[src/rtl/pico_pkg.sv]
// Shared types and default parameters for the PICO receive front end.
package pico_pkg;
    typedef enum logic [1:0] {IDLE, ADDR, DATA} pico_state_t;

    localparam int DEF_DATA_W      = 8;
    localparam int DEF_ADDR_W      = 8;
    localparam int DEF_TIMEOUT_CYC = 7;
    localparam int DEF_SYNC_STAGES = 2;
    localparam int DEF_AUTO_INC    = 1;
endpackage

[src/rtl/sclk_edge_sync.sv]
// Synchronises sclk and serial_in into iclk and flags sclk rising edges.
// sclk_rise and sdata are both registered so they line up cycle for cycle.
module sclk_edge_sync
    import pico_pkg::*;
#(
    parameter int SYNC_STAGES = DEF_SYNC_STAGES
) (
    input  logic iclk,
    input  logic rst,
    input  logic sclk,
    input  logic serial_in,
    output logic sclk_rise,
    output logic sdata
);
    logic [SYNC_STAGES-1:0] sclk_sync;
    logic [SYNC_STAGES-1:0] sdata_sync;
    logic                   sclk_d;

    always_ff @(posedge iclk) begin
        if (rst) begin
            sclk_sync  <= '0;
            sdata_sync <= '0;
            sclk_d     <= 1'b0;
            sclk_rise  <= 1'b0;
            sdata      <= 1'b0;
        end else begin
            sclk_sync  <= {sclk_sync[SYNC_STAGES-2:0], sclk};
            sdata_sync <= {sdata_sync[SYNC_STAGES-2:0], serial_in};
            sclk_d     <= sclk_sync[SYNC_STAGES-1];
            sclk_rise  <= sclk_sync[SYNC_STAGES-1] & ~sclk_d;
            sdata      <= sdata_sync[SYNC_STAGES-1];
        end
    end
endmodule

[src/rtl/pico_sync_rx.sv]
// PICO receive front end: first word of a frame is the register address,
// every later word is a write strobe at an (optionally) incrementing address.
module pico_sync_rx
    import pico_pkg::*;
#(
    parameter int DATA_W      = DEF_DATA_W,
    parameter int ADDR_W      = DEF_ADDR_W,
    parameter int TIMEOUT_CYC = DEF_TIMEOUT_CYC,
    parameter int SYNC_STAGES = DEF_SYNC_STAGES,
    parameter int AUTO_INC    = DEF_AUTO_INC
) (
    input  logic              iclk,
    input  logic              rst,
    input  logic              sclk,
    input  logic              serial_in,
    output logic [DATA_W-1:0] write_data,
    output logic [ADDR_W-1:0] write_addr,
    output logic              write_en,
    output logic [ADDR_W-1:0] mux_control_signal,
    output logic              frame_active,
    output logic              frame_abort
);
    localparam int CW = $clog2(DATA_W);
    localparam int TW = $clog2(TIMEOUT_CYC + 1);

    pico_state_t       state, state_nxt;
    logic              sclk_rise, sdata;
    logic [DATA_W-2:0] shreg;
    logic [DATA_W-1:0] word;
    logic [CW-1:0]     bit_cnt;
    logic [TW-1:0]     to_cnt;
    logic [ADDR_W-1:0] addr;
    logic              last_bit, timeout;
    logic              addr_load, wr_fire, abort_fire;

    sclk_edge_sync #(.SYNC_STAGES(SYNC_STAGES)) u_sync (
        .iclk      (iclk),
        .rst       (rst),
        .sclk      (sclk),
        .serial_in (serial_in),
        .sclk_rise (sclk_rise),
        .sdata     (sdata)
    );

    assign word     = {shreg, sdata};
    assign last_bit = (bit_cnt == CW'(DATA_W - 1));
    // An edge in the same cycle as the count saturating keeps the frame alive.
    assign timeout  = (to_cnt == TW'(TIMEOUT_CYC)) && (state != IDLE) && !sclk_rise;

    always_ff @(posedge iclk) begin
        if (rst) state <= IDLE;
        else     state <= state_nxt;
    end

    always_comb begin
        state_nxt = state;
        case (state)
            IDLE: if (sclk_rise) state_nxt = ADDR;
            ADDR: begin
                if (sclk_rise && last_bit) state_nxt = DATA;
                else if (timeout)          state_nxt = IDLE;
            end
            DATA: if (timeout) state_nxt = IDLE;
            default: state_nxt = IDLE;
        endcase
    end

    always_comb begin
        frame_active = (state != IDLE);
        addr_load    = (state == ADDR) && sclk_rise && last_bit;
        wr_fire      = (state == DATA) && sclk_rise && last_bit;
        abort_fire   = timeout && (bit_cnt != '0);
    end

    assign mux_control_signal = addr;

    always_ff @(posedge iclk) begin
        if (rst) begin
            shreg       <= '0;
            bit_cnt     <= '0;
            to_cnt      <= '0;
            addr        <= '0;
            write_data  <= '0;
            write_addr  <= '0;
            write_en    <= 1'b0;
            frame_abort <= 1'b0;
        end else begin
            write_en    <= wr_fire;
            frame_abort <= abort_fire;

            if (sclk_rise) begin
                shreg   <= word[DATA_W-2:0];
                bit_cnt <= last_bit ? '0 : bit_cnt + CW'(1);
                to_cnt  <= '0;
            end else if (to_cnt != TW'(TIMEOUT_CYC)) begin
                to_cnt  <= to_cnt + TW'(1);
            end

            if (timeout) begin
                bit_cnt <= '0;
                addr    <= '0;
            end

            if (addr_load) addr <= word[ADDR_W-1:0];

            if (wr_fire) begin
                write_data <= word;
                write_addr <= addr;
                if (AUTO_INC != 0) addr <= addr + ADDR_W'(1);
            end
        end
    end
endmodule

[config.mk]
export PLATFORM = sky130hd
export DESIGN_NAME = pico_sync_rx
export DESIGN_NICKNAME = d
export VERILOG_FILES = /design/src/rtl/pico_pkg.sv /design/src/rtl/sclk_edge_sync.sv /design/src/rtl/pico_sync_rx.sv
export SDC_FILE = /design/constraint.sdc
export NUM_CORES = 1
export LEC_CHECK = 0
export CAP_MARGIN = 15
export CORE_MARGIN = 10
export CORE_UTILIZATION = 51
export DETAILED_ROUTE_END_ITERATION = 8
export GPL_ROUTABILITY_DRIVEN = 0
export HOLD_SLACK_MARGIN = 0.05
export PLACE_DENSITY = 0.86
export RECOVER_POWER = 50
export SLEW_MARGIN = 15
export SYNTH_ARGS = -nofsm -noshare
export SYNTH_HDL_FRONTEND = slang
export SYNTH_HIERARCHICAL = 1
export SYNTH_SLANG_ARGS = --single-unit
export TNS_END_PERCENT = 1
[constraint.sdc]
create_clock -name iclk -period 1.8 [get_ports iclk]
set_input_delay 0.45 -clock iclk [delete_from_list [all_inputs] [get_ports iclk]]
set_output_delay 0.45 -clock iclk [all_outputs]
set_load 0.1 [all_outputs]
# [Word-level counts from Yosys, hierarchy flattened]
# Index checks and enable logic that the tools add are counted.
[word_totals] ff_bits=48
[op_classes] bitwise=2 add_sub_neg=3 muxes=8 eq_ne=6 n_reduce_logical=15
[op_table] operator="2-to-1 mux 8 bit" n=3
[op_table] operator="adder 8 x 1 -> 8 bit (second input constant)" n=1
[op_table] operator="logical AND 1 bit" n=8
[op_table] operator="adder 3 x 1 -> 3 bit (second input constant)" n=2
[op_table] operator="== test 3 bit (second input constant)" n=2
[op_table] operator="2-to-1 mux 2 bit" n=3
[op_table] operator="case mux 2 bit (3 select lines)" n=1
[op_table] operator="nonzero test 3 bit" n=2
[op_table] operator="OR reduction 2 bit" n=2
[op_table] operator="2-to-1 mux 3 bit" n=1
[op_table] operator="inequality test 3 bit (second input constant)" n=1
[op_table] operator="== test 2 x 1 -> 1 bit (second input constant)" n=1
[op_table] operator="== test 2 bit (second input constant)" n=1
[op_table] operator="zero test 2 bit" n=1
[op_table] operator="inequality test 2 x 1 -> 1 bit (second input constant)" n=1
[op_table] operator="nonzero test 2 bit" n=1
[op_table] operator="AND 1 bit" n=1
[op_table] operator="zero test 1 bit" n=1
[op_table] operator="NOT 1 bit" n=1

# [Longest topological paths before layout]
# Gate-level depths: netlist of run 1.
[logic_depth] ltp_word=6 depth_mapped=7

# [Cells and area by module]
# The synthesis of run 1 kept the hierarchy.
[modules_own_cells] module="pico_sync_rx" n_inst=1 seq_area_each_um2=820.8 area_each_um2=1742.9 cells_each=197
[modules_own_cells] module="sclk_edge_sync" n_inst=1 seq_area_each_um2=140.1 area_each_um2=190.2 cells_each=14

# [Worst setup path before layout of run 1]
# Ideal clock, no wire load.
[synth_timing] path_type="register to register" start="register addr[0], in the netlist mux_control_signal[0]" end="register addr[6], in the netlist mux_control_signal[6]" setup_ns=0.132 synth_period_minus_slack_ns=2.013 stages_incl_launch_ff=6 required_time_ns=1.668 n_path_buf=0 t_arrival_ns=1.881 setup_slack_ns=-0.213 cell_sequence="dfxtp_1 > ha_1 > and3_1 > a31oi_1 > o21ai_0 > a31oi_1"
[synth_via] elab_chain_cells=2
[synth_rtl] element="from (decl)" line_no="pico_sync_rx.sv:32" source="logic [ADDR_W-1:0] addr;"
[synth_rtl] element="from (signal assigned)" line_no="pico_sync_rx.sv:104" source="if (addr_load) addr <= word[ADDR_W-1:0];"
[synth_rtl] element="from (signal assigned)" line_no="pico_sync_rx.sv:109" source="if (AUTO_INC != 0) addr <= addr + ADDR_W'(1);"
[synth_rtl] element="adder 8 x 1 -> 8 bit" line_no="pico_sync_rx.sv:109"
[synth_rtl] element="2-to-1 mux 8 bit" line_no="pico_sync_rx.sv:106" source="if (wr_fire) begin"
# No other way between the ends.
# A chain may end at the register's enable or synchronous reset.

# [Worst setup path in the final report of run 1]
[layout_timing] start="register state[1]" end="output frame_active"
[layout_via] elab_chain_cells=1
[layout_rtl] element="from (decl)" line_no="pico_sync_rx.sv:26" source="pico_state_t state, state_nxt;"
[layout_rtl] element="from (signal assigned)" line_no="pico_sync_rx.sv:52" source="else state <= state_nxt;"
[layout_rtl] element="nonzero test 2 bit" line_no="pico_sync_rx.sv:69" source="frame_active = (state != IDLE);"
[layout_rtl] element="to (decl)" line_no="pico_sync_rx.sv:20" source="output logic frame_active,"
# No other way between the ends.

==> flow_metrics.env, run 1 <==
export IMPL_synth_xor_area_share=0.00453
export IMPL_syn_avg_cell_area_um2=9.16
export IMPL_max_slew_margin=0.628
export IMPL_yosys_mux_area_fraction=0.0673
export IMPL_synthesis_area_um2=1930
export IMPL_nFillCells=277
export IMPL_dr_pass1_iters=4
export IMPL_synth_fp_nets=221
export IMPL_critPathMaxStageDelay_ps=410
export IMPL_worstHoldStart="u_sync/sclk_d"
export IMPL_dp_slack_ps=75.3
export IMPL_clock_path_buffers=2
export IMPL_grt_pass1_vias=1579
export IMPL_internal_power_mw=1.42
export IMPL_grt_pass1_wl_um=7030
export IMPL_cap_violations=0
export IMPL_slowest_stage="dfxtp_1"
export IMPL_worst_setup_path_end_kind="output pin"
export IMPL_cp_cell_sequence="or2_2 > buf_12"
export IMPL_multi_input_area_um2=877
export IMPL_rows=22
export IMPL_r2r_start="bit_cnt[1]"
export IMPL_p_leak_nw=0.937
export IMPL_report_final_setup_viol=0
export IMPL_power_total_mw=1.81
export IMPL_tightest_slew_ps=560
export IMPL_clk_pin_slew_ps=80
export IMPL_ir_worst_vdd_uv=631
export IMPL_antenna_found_initial=0
export IMPL_final_antenna_net_count=0
export IMPL_area_growth_syn_to_layout_pct=23.0
export IMPL_port_buffers=30
export IMPL_worst_slack_ps=94.0
export IMPL_drtIter0Drc=157
export IMPL_ys_warn_count=6
export IMPL_synth_fa_ha_area_frac=0.0388
export IMPL_cts_sinks=48
export IMPL_worstSetupPathType="flip-flop to output pin"
export IMPL_cts_root_buffer="clkbuf_8"
export IMPL_register_area_um2=968
export IMPL_cts_made_buffers=5
export IMPL_final_common_cell="dfxtp_1"
export IMPL_synth_top_family_by_area="simple AND/OR/NAND/NOR gates"
export IMPL_drt_drc_violations_left=0
export IMPL_ys_ff_latch=48
export IMPL_arrival_ps=1260
export IMPL_gr_total_overflow=0
export IMPL_vias_per_cell=5.44
export IMPL_htreeDepth=2
export IMPL_fmax_mhz=586
export IMPL_finClkSkew_ps=9.07
export IMPL_startpoint_type="flip-flop"
export IMPL_min_period_over_period=0.948
export IMPL_status="complete, no violations"
export IMPL_final_nets=252
export IMPL_seq_power_share=0.599
export IMPL_cts_tree="done"
export IMPL_top_level_ports=31
export IMPL_initial_core_util=0.528
export IMPL_die_y_um=81.6
export IMPL_finalMaxSlewViolations=0
export IMPL_core_area_um2=3660
export IMPL_vias=1584
export IMPL_p_per_area_nw_per_um2=761
export IMPL_track_usage=0.132
export IMPL_report_final_hold_viol_count=0
export IMPL_synth_cell_types=37
export IMPL_routed_wl_um=4190
export IMPL_ctsHoldBuffers=0
export IMPL_pwr_share_comb=0.037
export IMPL_hp_class="flip-flop to flip-flop"
export IMPL_rrSetupSlack_ps=170
export IMPL_diodes=0
export IMPL_drive_gt1_frac=0.214
export IMPL_worstSetupStartpoint="state[1]"
export IMPL_p_clk_frac=0.365
export IMPL_dieArea_um2=6650
export IMPL_final_cell_mix="dfxtp_1, nand2_1, nor2_1, a21oi_1, clkbuf_2"
export IMPL_syn_inst=211
export IMPL_worstPathRequired_ps=1350
export IMPL_dp_hpwl_um=2950
export IMPL_die_x_um=81.6
export IMPL_ys_seq_area_frac=0.497
export IMPL_p_sw_uw=395
export IMPL_wire_per_inst_um=14.4
export IMPL_layout_min_cycle_time_ps=1710
export IMPL_switching_share=0.218
export IMPL_cp_max_fo=9
export IMPL_rsz0062_at_grt="false"
export IMPL_clkLatencyLatePin_ps=300
export IMPL_tns_ps=0
export IMPL_yosys_area_share_simple=0.205
export IMPL_grt_max_degree=35
export IMPL_synth_compound_area_share=0.134
power groups by stage:
stage / combinational [mW] / sequential, mW / clock, mW
2_1_floorplan: 0.0475 / 1.11 / 0
3_5_place_dp: 0.0680 / 1.11 / 0
5_1_grt: 0.0742 / 1.09 / 0.704
6_report: 0.0663 / 1.08 / 0.661
3_3_place_gp: 0.0664 / 1.11 / 0
4_1_cts: 0.0688 / 1.08 / 0.671
per-layer routing:
metal	vias to the layer above	share of wire	GRT usage
li1	785	-	-
met1	742	0.42	0.144
met2	45	0.49	0.224
met3	12	0.065	0.0426
met4	0	0.029	0.0727
met5	-	0	0
critical path, delay by kind of cell, from the launching register on:
| kind | cells | cell delay, ps |
|---|---|---|
| AND/OR/NAND/NOR | 1 | 370 |
| flip-flops | 1 | 410 |
| buffers and inverters | 1 | 180 |
cells in the mapped netlist, drive strengths merged:
| cell | instances | area share |
|---|---|---|
| a21oi | 20 | 0.052 |
| dfxtp | 48 | 0.50 |
| and4b | 2 | 0.011 |
| a32oi | 3 | 0.014 |
| inv | 6 | 0.012 |
| a31oi | 3 | 0.0097 |
| buf | 11 | 0.036 |
| nand4 | 2 | 0.0065 |
| nand2 | 37 | 0.072 |
| mux2i | 13 | 0.067 |
| nor3 | 4 | 0.010 |
| o21bai | 1 | 0.0039 |
| nor2 | 20 | 0.039 |
| or2 | 1 | 0.0032 |
| nor3b | 2 | 0.010 |
| nand4b | 1 | 0.012 |
| and3 | 3 | 0.0097 |
| o21ai | 5 | 0.013 |
| o31a | 1 | 0.0045 |
| a221oi | 1 | 0.0078 |
| a2bb2oi | 1 | 0.0045 |
| clkbuf | 3 | 0.0058 |
| a222oi | 1 | 0.0052 |
| a2111oi | 1 | 0.0045 |
| o22ai | 2 | 0.0065 |
| ha | 6 | 0.039 |
| nor2b | 6 | 0.019 |
| nand3 | 3 | 0.0078 |
| xor2 | 1 | 0.0045 |
| a21o | 1 | 0.0039 |
| nand3b | 1 | 0.0039 |
| a21bo | 1 | 0.0052 |
state kept, by name, summed over array words and instances (netlist names):
name	flops
bit_cnt	3
frame_abort	1
mux_control_signal	8
shreg	7
state	2
to_cnt	3
u_sync/sclk_d	1
u_sync/sclk_rise	1
u_sync/sclk_sync	2
u_sync/sdata	1
u_sync/sdata_sync	2
write_addr	8
write_data	8
write_en	1
cell families after synthesis:
family | after synthesis
and+or+nand+nor | 82
DFF | 48
adders and majority gates | 6
buffers and inverters | 20
AOI/OAI and AO/OA | 41
muxes | 13
xor gates and xnor gates | 1
final cells by class:
| type | instances | area share |
|---|---|---|
| inverters | 6 | 0.00947 |
| flip-flops and latches | 48 | 0.407 |
| clock inverters | 1 | 0.00316 |
| repair buffers | 38 | 0.150 |
| clock buffers | 7 | 0.0363 |
| well taps | 48 | 0.0252 |
| multi-input cells | 143 | 0.369 |
through the flow:
step | std cells | area, µm² | hold slack (ps) | utilization
floorplan | 211 | 1940 | 387 | -
CTS | 291 | 2650 | 406 | 0.722
finish | 291 | 2380 | 393 | 0.650
global route | 291 | 2380 | 432 | 0.650
detailed placement | 283 | 2550 | 394 | 0.697
global placement | 283 | 2550 | 391 | 0.697
what timing repair did:
item,CTS,global route
resized for setup,0,3
endpoints found under the setup margin,0,20
setup buffers,0,0
worst paths after layout:
kind,end,depth (start not counted)
worst max-delay path,frame_active,2
worst min-delay path,u_sync/sclk_rise,1
worst max register to register,mux_control_signal[0],6
worst min register to register,u_sync/sclk_rise,1
Note: power is estimated with default switching activity, not from simulation.
==> run 2: changes to the inputs <==
- CORE_MARGIN: 10 -> 2
==> flow_metrics.env, run 2 (synthesis results as in run 1) <==
export IMPL_status="complete, no violations"
export IMPL_clkLatencyLatePin_ps=300
export IMPL_drtIter0Drc=111
export IMPL_final_antenna_net_count=0
export IMPL_report_final_hold_viol_count=0
export IMPL_final_area_um2=2430
export IMPL_reg2reg_depth=6
export IMPL_vias=1605
export IMPL_dp_cells=282
export IMPL_track_usage=0.214
export IMPL_grt_pass1_vias=1471
export IMPL_antenna_found_initial=0
export IMPL_ir_worst_vdd_uv=624
export IMPL_arrival_ps=1260
export IMPL_cap_violations=0
export IMPL_hp_class="flip-flop to flip-flop"
export IMPL_drive_gt1_frac=0.221
export IMPL_initial_core_util=0.528
export IMPL_r2r_end="mux_control_signal[1]"
export IMPL_worstPathRequired_ps=1350
export IMPL_dr_pass1_iters=4
export IMPL_cts_sinks=48
export IMPL_worst_setup_path_end_kind="output pin"
export IMPL_min_period_over_period=0.953
export IMPL_power_total_mw=1.81
export IMPL_final_nets=253
export IMPL_timing_hold_ws_ps=394
export IMPL_tightest_slew_ps=546
export IMPL_dp_hpwl_um=2830
export IMPL_cp_max_fo=9
export IMPL_clock_path_buffers=2
export IMPL_final_cell_mix="dfxtp_1, nand2_1, nor2_1, a21oi_1, clkbuf_2"
export IMPL_place_area_um2=2560
export IMPL_tns_ps=0
export IMPL_area_growth_syn_to_layout_pct=25.8
export IMPL_gr_total_overflow=0
export IMPL_dieArea_um2=4300
export IMPL_drt_drc_violations_left=0
export IMPL_finalNonFillerCells=292
export IMPL_layout_min_cycle_time_ps=1710
export IMPL_top_level_ports=31
export IMPL_rows=22
export IMPL_core_area_um2=3660
export IMPL_final_common_cell="dfxtp_1"
export IMPL_diodes=0
export IMPL_vias_per_cell=5.50
export IMPL_routed_wl_um=4200
export IMPL_p_leak_nw=0.953
export IMPL_htreeDepth=2
export IMPL_cts_tree="done"
export IMPL_report_final_setup_viol=0
export IMPL_port_buffers=30
export IMPL_finalMaxSlewViolations=0
export IMPL_grt_pass1_wl_um=6930
export IMPL_wire_per_inst_um=14.4
export IMPL_rrSetupSlack_ps=140
export IMPL_startpoint_type="flip-flop"
export IMPL_worstHoldStart="u_sync/sclk_d"
export IMPL_die_y_um=65.6
export IMPL_r2r_start="bit_cnt[1]"
export IMPL_cts_root_buffer="clkbuf_8"
export IMPL_holdPathEnd="u_sync/sclk_rise"
export IMPL_max_slew_margin=0.638
export IMPL_clk_pin_slew_ps=80
export IMPL_hold_depth=1
export IMPL_p_per_area_nw_per_um2=745
export IMPL_worstSetupPathType="flip-flop to output pin"
export IMPL_cts_made_buffers=5
export IMPL_die_x_um=65.6
export IMPL_fmax_mhz=583
export IMPL_finClkSkew_ps=8.32
export IMPL_grt_max_degree=39
export IMPL_rsz0062_at_grt="false"
run 2: layout make-up:
cell class / instances / area [µm²]
Multi-Input combinational cell: 143 / 881
Tap cell: 48 / 60.1
Timing Repair Buffer: 39 / 408
Clock buffer: 7 / 86.3
Sequential cell: 48 / 966
Fill cell: 272 / 1230
Clock inverter: 1 / 7.51
Inverter: 6 / 22.5
run 2: worst max-delay path, cell delays in order (launching register included):
cell     delay (ps)
dfxtp_1         410
or2_2           380
buf_12          180
run 2: what timing repair did:
item / 4_1_cts / 5_1_grt
buffers inserted: 0 / 2
endpoints found under the hold margin: 0 / 0
setup endpoints to repair: 0 / 16
resized for setup: 0 / 5
hold buffers: 0 / 0
run 2: worst max path at each step:
stage | from | endpoint | slack, ps
after floorplan | mux_control_signal[3] | mux_control_signal[6] | 7
after global placement | bit_cnt[0] | mux_control_signal[1] | 140
after detailed placement | bit_cnt[0] | mux_control_signal[1] | 60
after CTS | bit_cnt[0] | mux_control_signal[7] | 20
after global routing | bit_cnt[1] | mux_control_signal[1] | 20
final | state[1] | frame_active | 90
run 2: stage by stage:
stage | setup slack, ps | util
floorplan | 7.20 | -
global placement | 145 | 0.698
detailed placement | 60.4 | 0.698
CTS | 22.1 | 0.724
global route | 18.7 | 0.664
finish | 85.2 | 0.664
run 2: report_power, final:
group	leakage [nW]	switching (mW)	internal [mW]	total, mW
combinational	0.518	0.0379	0.0315	0.0694
clock	0.0445	0.344	0.312	0.656
sequential	0.390	0.00994	1.07	1.08
run 2: metal layers:
layer | share of wire | GRT usage | vias up
li1 | - | - | 782
met1 | 0.43 | 0.263 | 764
met2 | 0.50 | 0.356 | 54
met3 | 0.045 | 0.0616 | 5
met4 | 0.018 | 0.0781 | 0
met5 | 0 | 0 | -
==> run 3: changes to the inputs <==
- CORE_ASPECT_RATIO: not set -> 0.6
==> flow_metrics.env, run 3 (synthesis results as in run 1) <==
export IMPL_initial_core_util=0.528
export IMPL_vias=1577
export IMPL_hp_class="flip-flop to flip-flop"
export IMPL_worst_setup_path_end_kind="flip-flop"
export IMPL_place_area_um2=2560
export IMPL_routed_wl_um=4120
export IMPL_antenna_found_initial=0
export IMPL_worst_slack_ps=-34.8
export IMPL_max_slew_margin=0.639
export IMPL_die_y_um=51.7
export IMPL_grt_pass1_vias=1404
export IMPL_diodes=0
export IMPL_cp_max_fo=7
export IMPL_grt_pass1_wl_um=6620
export IMPL_cap_violations=0
export IMPL_cts_made_buffers=5
export IMPL_drtIter0Drc=64
export IMPL_gr_total_overflow=0
export IMPL_clkLatencyLatePin_ps=310
export IMPL_final_antenna_net_count=0
export IMPL_tightest_slew_ps=544
export IMPL_dr_pass1_iters=4
export IMPL_cts_sinks=48
export IMPL_ir_worst_vdd_uv=648
export IMPL_port_buffers=30
export IMPL_top_layer="met4"
export IMPL_report_final_hold_viol_count=0
export IMPL_cts_root_buffer="clkbuf_8"
export IMPL_final_nets=257
export IMPL_wire_per_inst_um=14.0
export IMPL_p_per_area_nw_per_um2=799
export IMPL_p_leak_nw=0.976
export IMPL_startpoint_type="flip-flop"
export IMPL_finalMaxSlewViolations=0
export IMPL_drive_gt1_frac=0.226
export IMPL_cts_tree="done"
export IMPL_grt_max_degree=21
export IMPL_area_growth_syn_to_layout_pct=26.1
export IMPL_arrival_ps=2010
export IMPL_dp_slack_ps=56.4
export IMPL_layout_min_cycle_time_ps=1830
export IMPL_power_total_mw=1.95
export IMPL_dp_hpwl_um=2750
export IMPL_rows=17
export IMPL_vias_per_cell=5.35
export IMPL_finClkSkew_ps=7.39
export IMPL_drt_drc_violations_left=0
export IMPL_final_area_um2=2440
export IMPL_worstPathRequired_ps=1980
export IMPL_report_final_setup_viol=1
export IMPL_ctsHoldBuffers=0
export IMPL_clock_path_buffers=2
export IMPL_core_area_um2=3660
export IMPL_die_x_um=83.5
export IMPL_route_met2_wl_um=1850
export IMPL_status="finished with violations"
export IMPL_wl_met3_um=157
export IMPL_top_level_ports=31
export IMPL_min_period_over_period=1.02
export IMPL_dieArea_um2=4320
export IMPL_worstSetupPathType="flip-flop to flip-flop"
export IMPL_final_common_cell="dfxtp_1"
export IMPL_failed_checks="setup timing"
export IMPL_fmax_mhz=545
export IMPL_final_cell_mix="dfxtp_1, nand2_1, nor2_1, a21oi_1, clkbuf_2"
export IMPL_clk_pin_slew_ps=90
export IMPL_htreeDepth=2
export IMPL_met1Wirelength_um=2060
export IMPL_track_usage=0.194
[run 3: worst paths after layout]
| check | startpoint | endpoint | slack, ps | depth (start not counted) |
|---|---|---|---|---|
| max | bit_cnt[0] | mux_control_signal[4] | -30 | 6 |
| min | u_sync/sclk_d | u_sync/sclk_rise | 400 | 1 |
| max reg2reg | bit_cnt[0] | mux_control_signal[4] | -30 | 6 |
| min reg2reg | u_sync/sclk_d | u_sync/sclk_rise | 400 | 1 |
[run 3: area by class of cell]
class | count | area, µm²
Timing Repair Buffer | 43 | 410
Sequential cell | 48 | 965
Clock buffer | 5 | 68.8
Clock inverter | 3 | 46.3
Fill cell | 289 | 1220
Multi-Input combinational cell | 143 | 867
Inverter | 6 | 22.5
Tap cell | 47 | 58.8
[run 3: critical path: stages, from the launching register on]
cell,delay (ps)
dfxtp_1,390
ha_1,170
ha_2,230
a21bo_1,210
a21o_1,260
o21ai_0,320
a21oi_1,130
[run 3: per-stage QoR]
| stage | util | std cells | hold slack (ps) | TNS (ps) |
|---|---|---|---|---|
| after floorplan | - | 211 | 387 | 0 |
| after global placement | 0.699 | 283 | 393 | 0 |
| after detailed placement | 0.699 | 283 | 408 | 0 |
| after CTS | 0.731 | 291 | 420 | 0 |
| after global routing | 0.667 | 295 | 437 | -61.0 |
| final | 0.667 | 295 | 404 | -34.8 |
[run 3: per-layer routing]
metal  vias to the layer above  GRT usage
li1                        799          -
met1                       740      0.265
met2                        30      0.301
met3                         8     0.0524
met4                         0     0.0645
met5                         -          0
[run 3: power breakdown]
part	switching (mW)	internal, mW
clock network	0.379	0.418
logic	0.0379	0.0286
registers	0.00953	1.07
[run 3: what timing repair did]
| item | 4_1_cts | 5_1_grt |
|---|---|---|
| hold endpoints to repair | 0 | 0 |
| endpoints found under the setup margin | 0 | 8 |
| setup buffers | 0 | 4 |
| resized for setup | 0 | 1 |
==> variant 1 (flow settings as in run 1) <==
`DEF_DATA_W`: 8 -> 16.
--- a/src/rtl/pico_pkg.sv
+++ b/src/rtl/pico_pkg.sv
@@ -4,3 +4,3 @@
 
-    localparam int DEF_DATA_W      = 8;
+    localparam int DEF_DATA_W      = 16;
     localparam int DEF_ADDR_W      = 8;
Interface: changed (resized write_data); port bits go from 31 to 39. No check against the original RTL was run, so the function may have changed too.
==> variant 1 against run 1 <==
  * Sequential cell count rose by 17
  * Wire length rose by 38%
  * Global-route usage rose by 1.4 points
  * Final area rose by 34%
  * Power rose by 46%
  * Via count rose by 34%
  * Worst setup slack got worse by 0.033 ns
  * Die area rose by 23%
  * Area after synthesis rose by 31%
  * Non-clock buffer count rose by 11
  * Largest cell class unchanged
==> variant 1: results <==
metrics = {
    "grt": {
        "grtUsageMet3_pct": 6.15,
        "grt_use_met2_pct": 24.8,
        "grtUsageTotal_pct": 14.6,
        "grt_max_degree": 27,
        "use_met1_pct": 14.6,
    },
    "status": {
        "status": "complete, no violations",
    },
    "place": {
        "hpwl_um": 4060,
        "place_inst": 379,
        "place_ws_ns": 0.0230,
    },
    "synthesis": {
        "synth_cell_types": 44,
        "synth.avg_cell_area_um2": 9.12,
        "syn_area_um2": 2530,
        "synth_seq_cells": 65,
        "synth_commonest_cells": "dfxtp_1 (65), nand2_1 (59), a21oi_1 (29), nor2_1 (26), mux2i_1 (18)",
        "syn_nets": 287,
        "yosysSeqAreaShare_pct": 51.3,
    },
    "final_layout": {
        "multi_input_cells": 196,
        "seq-cell-share_pct": 41.1,
        "fillers": 374,
        "clkbuf_count": 12,
        "bufAreaShareNonClock_pct": 13.8,
        "clkCellAreaFrac_pct": 5.67,
        "buffers": 49,
        "multi_input_area_um2": 1160,
        "drive_above_1_share_pct": 22.9,
        "fin_nets": 332,
        "n_all_inverters": 2,
    },
    "power_and_ir_drop": {
        "ir_worst_vdd_uv": 659,
        "cellLeakagePower_uw": 0.00117,
    },
    "route": {
        "vias": 2129,
        "met3_length_um": 375,
        "wl_met2_um": 2830,
        "drt_iter0_markers": 208,
        "wl_met1_um": 2420,
        "viasPerCell": 5.40,
        "first_pass_iters": 5,
        "wire_per_inst_um": 14.6,
        "highest_layer": "met4",
    },
    "clock_tree": {
        "insertion_delay_ns": 0.34,
        "numCtsBuffers": 9,
        "cts_buffer_depth": 2,
        "cts_max_level": 3,
    },
    "sta": {
        "slew_headroom_pct": 48.9,
        "skew_ns": 0.00808,
    },
    "setup_path": {
        "crit_family": "simple AND/OR/NAND/NOR gates",
        "critical_path_arrival_ns": 2.00,
        "cp_max_fo": 9,
        "slowest_delay_ns": 0.38,
        "cp_slowest_cell": "or3_1",
    },
}
[variant 1: cell types whose count changed after synthesis, moves of 3 or more]
| cell | before | now |
|---|---|---|
| nor2_1 | 20 | 26 |
| a21oi_1 | 20 | 29 |
| a32oi_1 | 3 | 0 |
| dfxtp_1 | 48 | 65 |
| nand2_1 | 37 | 59 |
| inv_1 | 6 | 2 |
| buf_4 | 4 | 0 |
| clkbuf_1 | 3 | 8 |
| mux2i_1 | 13 | 18 |
[variant 1: through the flow]
stage,cell area (µm²),setup TNS [ns],hold slack [ns],total power [µW]
after floorplan,2540,-0.364,0.387,1550
after global placement,3360,0,0.391,1570
after detailed placement,3360,0,0.400,1580
after CTS,3560,0,0.417,2680
after global routing,3180,0,0.423,2750
final,3180,0,0.408,2650
[variant 1: logic make-up (layout without fill, tap and decap cells)]
kind of cell	Yosys count	in the layout	share of synthesized area, %
simple gates	121	121	23.0
mux	19	19	7.55
xor+xnor	2	2	0.691
flops	65	65	51.3
fa+ha+maj	5	5	2.47
compound gates	49	49	11.6
buf+inv	17	66	3.36
[variant 1: power breakdown]
part	total [µW]	switching, µW	internal, µW
Sequential	1460	9.88	1450
Combinational	81.1	47.6	33.5
Clock	1110	511	597
[variant 1: final timing paths]
kind                 startpoint  depth (start not counted)  slack, ns                    end
setup reg to reg     bit_cnt[1]                          5       0.06  mux_control_signal[6]
hold reg to reg   u_sync/sclk_d                          1       0.41       u_sync/sclk_rise
setup / recovery     bit_cnt[1]                          5       0.06  mux_control_signal[6]
hold / removal    u_sync/sclk_d                          1       0.41       u_sync/sclk_rise
[variant 1: repair_timing]
| action | 4_1_cts | 5_1_grt |
|---|---|---|
| resized for setup | 2 | 3 |
| setup buffers | 0 | 0 |
| endpoints found under the hold margin | 0 | 0 |
| endpoints found under the setup margin | 1 | 3 |
==> variant 2 (settings of run 1) <==
Made on the original files. Put one more register stage on the output `write_data`, without a reset. The value now appears one clock later. The other outputs are not delayed to match.
--- a/src/rtl/pico_sync_rx.sv
+++ b/src/rtl/pico_sync_rx.sv
@@ -24,2 +24,4 @@
     localparam int TW = $clog2(TIMEOUT_CYC + 1);
+
+    logic [DATA_W-1:0] write_data_s0;
 
@@ -82,3 +84,3 @@
             addr        <= '0;
-            write_data  <= '0;
+            write_data_s0 <= '0;
             write_addr  <= '0;
@@ -106,3 +108,3 @@
             if (wr_fire) begin
-                write_data <= word;
+                write_data_s0 <= word;
                 write_addr <= addr;
@@ -112,2 +114,6 @@
     end
+    always_ff @(posedge iclk) begin
+        write_data <= write_data_s0;
+    end
+
 endmodule
Behaviour: no difference found for any inputs over 10 cycles, from zero or initial values and one cycle with rst high; that may be too few to reach the edited logic, so the function may still have changed.
==> variant 2 against run 1 <==
  * Final area up 9.8%
  * Worst setup slack better by 0.0088 ns
  * Wire length up 6.6%
  * Area after synthesis up 6.9%
  * Clock skew up 0.00059 ns
  * Sequential cell count up 8
  * Power up 12%
  * Synthesized cell count up 2.4%
  * Critical path type is now flop to flop
  * Critical endpoint is now mux_control_signal[1]
==> variant 2: results <==
metrics = {
    "status": {
        "status": "complete, no violations",
    },
    "setup_path": {
        "critical_path_arrival_ns": 1.90,
        "slowest_delay_ns": 0.33,
        "cp_max_fo": 10,
        "crit_family": "adder cells",
    },
    "clock_tree": {
        "root_buffer": "clkbuf_8",
        "clkTransAtPathRegs_ns": 0.10,
        "insertion_delay_ns": 0.32,
        "cts_max_level": 2,
    },
    "final_layout": {
        "fin_area_um2": 2610,
        "drive_above_1_share_pct": 21.6,
        "fin_nets": 264,
        "fillers": 316,
    },
    "synthesis": {
        "yosys-top-cells-area": "dfxtp_1 (54%), nand2_1 (6.4%), mux2i_1 (5.8%)",
        "synth_cell_types": 39,
        "synth_xor_area_share_pct": 0.847,
        "synthAdderAreaFrac_pct": 3.63,
        "synth.area.mux_share_pct": 5.81,
        "synth_compound_gate_area_share_pct": 13.2,
        "yosysSeqAreaShare_pct": 54.2,
        "synth_commonest_cells": "dfxtp_1 (56), nand2_1 (35), nor2_1 (20), a21oi_1 (18), mux2i_1 (12)",
        "syn_nets": 226,
    },
    "place": {
        "dpl_cell_area_um2": 2740,
        "hpwl_um": 3310,
    },
    "route": {
        "first_pass_iters": 4,
        "wire_per_inst_um": 14.6,
        "vias": 1673,
        "drt_iter0_markers": 187,
    },
    "grt": {
        "grtUsageTotal_pct": 13.1,
        "grt_max_degree": 30,
        "grt_antenna_before_repair": 0,
        "grt_pass1_wl_um": 7690,
        "grt_pass1_vias": 1616,
    },
    "sta": {
        "skew_ns": 0.00967,
        "worst_pin_slew_ns": 0.553,
        "setup_viol": 0,
    },
    "power_and_ir_drop": {
        "ir_worst_vdd_uv": 738,
        "cellLeakagePower_uw": 0.00101,
    },
    "worst_hold_path": {
        "whs_path_depth": 0,
    },
}
variant 2: cell types whose count changed in the layout (fill, tap and decap cells not counted), moves of 4 or more:
cell / before / now
o21ai_0: 5 / 1
buf_4: 7 / 12
dfxtp_1: 42 / 53
a211oi_1: 0 / 6
variant 2: cell type report:
cell class	count	share of cell area, %
Clock inverter	3	0.814
Timing Repair Buffer	43	16.8
Sequential cell	56	43.1
Inverter	6	0.862
Multi-Input combinational cell	142	33.4
Tap cell	50	2.39
Clock buffer	5	2.63
variant 2: through the flow:
step / setup slack (ns) / std cells / hold WS [ns] / TNS [ns]
6_report: 0.103 / 305 / 0.356 / 0
5_1_grt: -0.0158 / 305 / 0.361 / -0.0210
4_1_cts: 0.00805 / 305 / 0.356 / 0
3_5_place_dp: -0.00801 / 297 / 0.336 / -0.00801
3_3_place_gp: 0.105 / 297 / 0.334 / 0
2_1_floorplan: -0.200 / 216 / 0.331 / -0.485
variant 2: where the power goes:
part | internal, µW | leakage [µW] | switching (µW)
sequential | 1250 | 0.000454 | 9.23
clock | 277 | 0.0000445 | 413
combinational | 30.8 | 0.000512 | 41.8
variant 2: final timing paths:
kind | start | to | slack (ns)
min reg2reg | write_data_s0[2] | write_data[2] | 0.36
min | write_data_s0[2] | write_data[2] | 0.36
max reg2reg | bit_cnt[0] | mux_control_signal[1] | 0.10
max | bit_cnt[0] | mux_control_signal[1] | 0.10
variant 2: what timing repair did:
item / 4_1_cts / 5_1_grt
setup endpoints to repair: 1 / 4
gates resized for setup: 1 / 3
pin swaps: 0 / 3
variant 2: layer usage:
layer	part of all wire [%]	up-vias	GRT usage [%]
met5	0	-	0
met4	2.2	0	5.78
met3	5.1	8	4.39
met2	50	46	22.0
met1	43	798	14.5
li1	-	821	-
